**src/rtl/micro_sequencer_pkg.sv**
```systemverilog
// Shared constants for the micro-programmed multicycle control unit:
// micro-PC states, sequencing-field encodings, control-word bit positions, opcodes.
package micro_sequencer_pkg;

    localparam logic [3:0] S_FETCH    = 4'd0;
    localparam logic [3:0] S_DECODE   = 4'd1;
    localparam logic [3:0] S_MEMADDR  = 4'd2;
    localparam logic [3:0] S_MEMREAD  = 4'd3;
    localparam logic [3:0] S_LWWB     = 4'd4;
    localparam logic [3:0] S_MEMWRITE = 4'd5;
    localparam logic [3:0] S_REXEC    = 4'd6;
    localparam logic [3:0] S_RCOMP    = 4'd7;
    localparam logic [3:0] S_BRANCH   = 4'd8;
    localparam logic [3:0] S_JUMP     = 4'd9;
    localparam logic [3:0] S_HALT     = 4'd10;

    typedef enum logic [1:0] {
        SEQ_FETCH = 2'b00,
        SEQ_DISP1 = 2'b01,
        SEQ_DISP2 = 2'b10,
        SEQ_NEXT  = 2'b11
    } seq_e;

    localparam int ALUOP_HI    = 17;
    localparam int ALUOP_LO    = 16;
    localparam int ALUSRCA     = 15;
    localparam int ALUSRCB_HI  = 14;
    localparam int ALUSRCB_LO  = 13;
    localparam int REGDST      = 12;
    localparam int MEMTOREG    = 11;
    localparam int REGWRITE    = 10;
    localparam int IORD        = 9;
    localparam int MEMREAD     = 8;
    localparam int MEMWRITE    = 7;
    localparam int IRWRITE     = 6;
    localparam int PCSRC_HI    = 5;
    localparam int PCSRC_LO    = 4;
    localparam int PCWRITECOND = 3;
    localparam int PCWRITE     = 2;
    localparam int SEQ_HI      = 1;
    localparam int SEQ_LO      = 0;

    localparam logic [5:0] OP_RTYPE = 6'd0;
    localparam logic [5:0] OP_LW    = 6'd35;
    localparam logic [5:0] OP_SW    = 6'd43;
    localparam logic [5:0] OP_BEQ   = 6'd4;
    localparam logic [5:0] OP_J     = 6'd2;

endpackage

```
**src/rtl/micro_sequencer_rom.sv**
```systemverilog
// Microcode store: combinational lookup from micro-PC to control word.
module micro_rom
    import micro_sequencer_pkg::*;
#(
    parameter int CW = 18
) (
    input  logic [3:0]    mpc,
    output logic [CW-1:0] control
);

    logic [17:0] word;

    always_comb begin
        word = 18'h00000;
        case (mpc)
            S_FETCH:    word = 18'h02147;
            S_DECODE:   word = 18'h06001;
            S_MEMADDR:  word = 18'h0C002;
            S_MEMREAD:  word = 18'h00303;
            S_LWWB:     word = 18'h00C00;
            S_MEMWRITE: word = 18'h00280;
            S_REXEC:    word = 18'h28003;
            S_RCOMP:    word = 18'h01400;
            S_BRANCH:   word = 18'h18018;
            S_JUMP:     word = 18'h00024;
            default:    word = 18'h00000;
        endcase
    end

    assign control = CW'(word);

endmodule

```
**src/rtl/micro_sequencer.sv**
```systemverilog
// Micro-PC sequencer: ROM-driven next-state selection, dispatch tables,
// halt latch, illegal-opcode pulse and completed-fetch counter.
module micro_sequencer
    import micro_sequencer_pkg::*;
#(
    parameter int         CW      = 18,
    parameter logic [5:0] HALT_OP = 6'h3F
) (
    input  logic          clk,
    input  logic          rst,
    input  logic [5:0]    opcode,
    output logic [CW-1:0] control,
    output logic [3:0]    mpc,
    output logic          illegal,
    output logic          finish,
    output logic [15:0]   inst_cnt
);

    logic [3:0]  mpc_q, mpc_d;
    logic        illegal_q, illegal_d;
    logic        finish_q, finish_d;
    logic [15:0] inst_cnt_q, inst_cnt_d;
    logic [3:0]  disp1_mpc, disp2_mpc;
    logic        disp1_miss;
    seq_e        seq;

    micro_rom #(.CW(CW)) u_rom (
        .mpc     (mpc_q),
        .control (control)
    );

    assign seq = seq_e'(control[SEQ_HI:SEQ_LO]);
    logic unused_ctrl;
    assign unused_ctrl = ^control[CW-1:SEQ_HI+1];

    always_comb begin
        disp1_mpc  = S_FETCH;
        disp1_miss = 1'b0;
        if (opcode == HALT_OP) begin
            disp1_mpc = S_HALT;
        end else begin
            case (opcode)
                OP_RTYPE:     disp1_mpc = S_REXEC;
                OP_LW, OP_SW: disp1_mpc = S_MEMADDR;
                OP_BEQ:       disp1_mpc = S_BRANCH;
                OP_J:         disp1_mpc = S_JUMP;
                default:      disp1_miss = 1'b1;
            endcase
        end
    end

    always_comb begin
        disp2_mpc = S_FETCH;
        case (opcode)
            OP_LW:   disp2_mpc = S_MEMREAD;
            OP_SW:   disp2_mpc = S_MEMWRITE;
            default: disp2_mpc = S_FETCH;
        endcase
    end

    // Halt word carries a fetch sequencing field, so halt must be trapped explicitly.
    always_comb begin
        mpc_d     = S_FETCH;
        illegal_d = 1'b0;
        if (mpc_q == S_HALT) begin
            mpc_d = S_HALT;
        end else begin
            case (seq)
                SEQ_FETCH: mpc_d = S_FETCH;
                SEQ_NEXT:  mpc_d = 4'(mpc_q + 4'd1);
                SEQ_DISP1: begin
                    mpc_d     = disp1_mpc;
                    illegal_d = disp1_miss;
                end
                SEQ_DISP2: mpc_d = disp2_mpc;
                default:   mpc_d = S_FETCH;
            endcase
        end
        finish_d   = finish_q | (mpc_d == S_HALT);
        inst_cnt_d = (mpc_q == S_FETCH && !finish_q) ? 16'(inst_cnt_q + 16'd1) : inst_cnt_q;
    end

    always_ff @(posedge clk or posedge rst) begin
        if (rst) begin
            mpc_q      <= S_FETCH;
            illegal_q  <= 1'b0;
            finish_q   <= 1'b0;
            inst_cnt_q <= 16'd0;
        end else begin
            mpc_q      <= mpc_d;
            illegal_q  <= illegal_d;
            finish_q   <= finish_d;
            inst_cnt_q <= inst_cnt_d;
        end
    end

    assign mpc      = mpc_q;
    assign illegal  = illegal_q;
    assign finish   = finish_q;
    assign inst_cnt = inst_cnt_q;

endmodule

```
**config.mk**
```make
export PLATFORM = sky130hd
export DESIGN_NAME = micro_sequencer
export DESIGN_NICKNAME = d
export VERILOG_FILES = /design/src/rtl/micro_sequencer_pkg.sv /design/src/rtl/micro_sequencer_rom.sv /design/src/rtl/micro_sequencer.sv
export SDC_FILE = /design/constraint.sdc
export NUM_CORES = 1
export LEC_CHECK = 0
export ABC_AREA = 1
export ABC_CLOCK_PERIOD_IN_PS = 2100
export CAP_MARGIN = 20
export CORE_ASPECT_RATIO = 1.25
export CORE_UTILIZATION = 45
export DETAILED_ROUTE_END_ITERATION = 8
export GPL_TIMING_DRIVEN = 0
export PLACE_DENSITY = 0.78
export SETUP_SLACK_MARGIN = 0.4
export SLEW_MARGIN = 20
export SYNTH_ARGS = -nofsm -noshare
export SYNTH_HDL_FRONTEND = slang
export SYNTH_SLANG_ARGS = --single-unit
```
**constraint.sdc**
```tcl
create_clock -name clk -period 2.1 [get_ports clk]
set_input_delay 0.42 -clock clk [delete_from_list [all_inputs] [get_ports clk]]
set_output_delay 0.42 -clock clk [all_outputs]
set_load 0.01 [all_outputs]
```
==> metrics.cfg <==
[timing]
hold_violations = 0
rsz0062_at_grt = true
fin_crit_sh_pct = 91.47
finalWorstSetupSlack_ns = 0.1792
fmax_mhz = 520.6
worst_pin_slew_ns = 0.8074
setup_viol = 0
finalClockSkew_ns = 0.009245
final_max_slew_viol_count = 0
maxSlewHeadroom_pct = 46.11
period_needed_ns = 1.921

[finish]
multi_input_area_um2 = 967.2
drive_above_1_share_pct = 38.41
instances_no_fill = 325
nNetsFinal = 306
antennaDiodeCount = 0
utilization_pct = 83.43
seq_area_um2 = 555.5
num-fill-cells = 174
area_growth_pct = 71.54

[placement]
hpwlAfterDp_mm = 2.696
pre_cts_slack_ns = -0.07205
place.gp.congestion = 0.8019
dp_cells = 282
portBuffers = 47

[synthesis]
yosys-top-cells-count = nand2_1, nor2_1, inv_1, dfrtp_1, nand3_1
ys_seq_area_share_pct = 37.38
synth_top_area_share_pct = 37.38
yosys.area.top_type = dfrtp_1
netlist_instances = 199
yosysMostFrequentCell = nand2_1
synth_area_leaders = dfrtp_1, nand2_1, nor2_1
synth.avg_cell_area_um2 = 7.400
synthFlopType = dfrtp_1
synthArstFlopShare_pct = 100.0
yosys.cell_types.count = 25
syn_nets = 215
ys_warn_count = 0
synth_edf_count = 0
synth_area_mm2 = 0.001473
synth_seq_cells = 22

[drt]
routedWlPerCell_um = 15.15
drt_iter0_drc = 52
drc_errors = 0
vias = 1690
postRouteAntennaNets = 0
wl_mm = 4.925
drt_first_pass_iters = 4
viasPerCell = 5.200

[worst_setup_path]
r2r_slack_ns = 0.29
end_kind = primary output
crit_chain = inv_4 > ha_4 > nand2_1 > nor2_1 > buf_2
worstPathRequired_ns = 1.68
worst_path_max_delay_cell = dfrtp_2
cp_slowest_stage_delay_ns = 0.46
critPathMaxFanout = 4
critical_path_class = reg2out
crit_buf_inv = 2
crit_path_start_kind = register
cp_top_family = flip-flops
arrival_ns = 1.50

[die]
pin_count = 48
die_x_um = 53.17
dieArea_mm2 = 0.003507
core_mm2 = 0.003028
die_h_um = 65.96
rows = 22
initial_core_util_pct = 48.64

[clock_tree]
worstSkewPairLatency_ns = 0.31
cts-htree-levels = 1
root_buffer = clkbuf_4
numCtsBuffers = 3
clock_sinks = 22
clk_pin_slew_ns = 0.14
cts.path.max_buffers = 2
holdBufCountCts = 0
cts_tree = yes

[grt]
grt_max_degree = 23
grt_overflow = 0
grtUsageTotal_pct = 27.23
grt_pass1_wl_mm = 7.017
grt_pass1_vias = 1624
antenna_found_initial = 0

[power]
power_w = 0.002440
p_leak_nw = 1.376
ir_drop_mv = 1.188
cellPowerDensity_mw_per_mm2 = 965.9

[run]
maxCapViolations = 0

[run_status]
status = complete, no violations

[hold_path]
hold_class = reg2reg

-- cell type report --
class	count	area share, %
Multi-Input combinational cell	144	38.29
Timing Repair Buffer	86	29.47
Sequential cell	22	21.99
Inverter	31	5.498
Tap cell	36	1.783
Clock inverter	1	1.189
Clock buffer	3	0.8915
Buffer	2	0.8915
-- kinds of logic (layout without fill, tap and decap cells) --
group,after synthesis,after routing,synth area share [%]
DFF,22,22,37.38
AOI/OAI and AO/OA,11,11,4.249
adders and majority gates,8,8,6.797
xor gates and xnor gates,11,11,6.542
and+or+nand+nor,114,114,35.77
buffers and inverters,33,123,9.260
-- layout by cell type (no fill, tap or decap), types with 4 or more instances in the layout --
cell,synthesis,final
buf_2,0,12
buf_4,2,34
buf_6,0,13
clkdlybuf4s50_1,0,14
dfrtp_1,22,18
dfrtp_2,0,4
dlygate4sd2_1,0,6
dlymetal6s2s_1,0,9
ha_4,0,5
inv_1,28,21
inv_2,1,5
nand2_1,45,40
nand3_1,15,11
nand3_2,2,6
nand4_1,8,8
nor2_1,33,28
nor2_4,1,5
nor3_1,5,5
xnor2_1,5,4
xor2_1,6,6
-- final timing paths --
check | startpoint | endpoint | depth (start not counted)
max in group asynchronous | rst | mpc[0] | 2
hold / removal | inst_cnt[14] | inst_cnt[14] | 1
min in group asynchronous | rst | mpc[2] | 2
setup reg to reg | mpc[0] | inst_cnt[9] | 8
hold reg to reg | inst_cnt[14] | inst_cnt[14] | 1
setup / recovery | mpc[1] | control[14] | 5
-- metal layers --
metal	vias to the layer above	GRT usage (%)	wire length (µm)
li1	808	-	-
met1	819	29.51	1937
met5	-	0	0
met2	49	52.69	2716
met4	0	9.211	150
met3	14	2.529	121
-- where the power goes --
| part | internal, W | switching (W) |
|---|---|---|
| Sequential | 0.000468 | 0.0000483 |
| Clock | 0.000193 | 0.000140 |
| Combinational | 0.000729 | 0.000862 |
| Total | 0.00139 | 0.00105 |
-- stage by stage --
step                      hold slack (ns)  TNS [ns]  cell area, µm²
after floorplan                    0.4092         0            1473
after global placement             0.4793   -0.1486            1988
after detailed placement           0.4847   -0.1554            1988
after CTS                          0.5046         0            2277
after global routing               0.5129         0            2526
final                              0.4995         0            2526
-- sequential cells by signal (all words and copies together) (netlist names) --
signal    cells
inst_cnt     16
mpc           4
finish        1
illegal       1
-- repair_timing --
item / CTS / global route
pin swaps: 14 / 17
setup endpoints to repair: 42 / 34
resized for setup: 119 / 39
buffers inserted: 24 / 15
hold endpoints to repair: 0 / 0
Power figures use the tool's default switching activity.
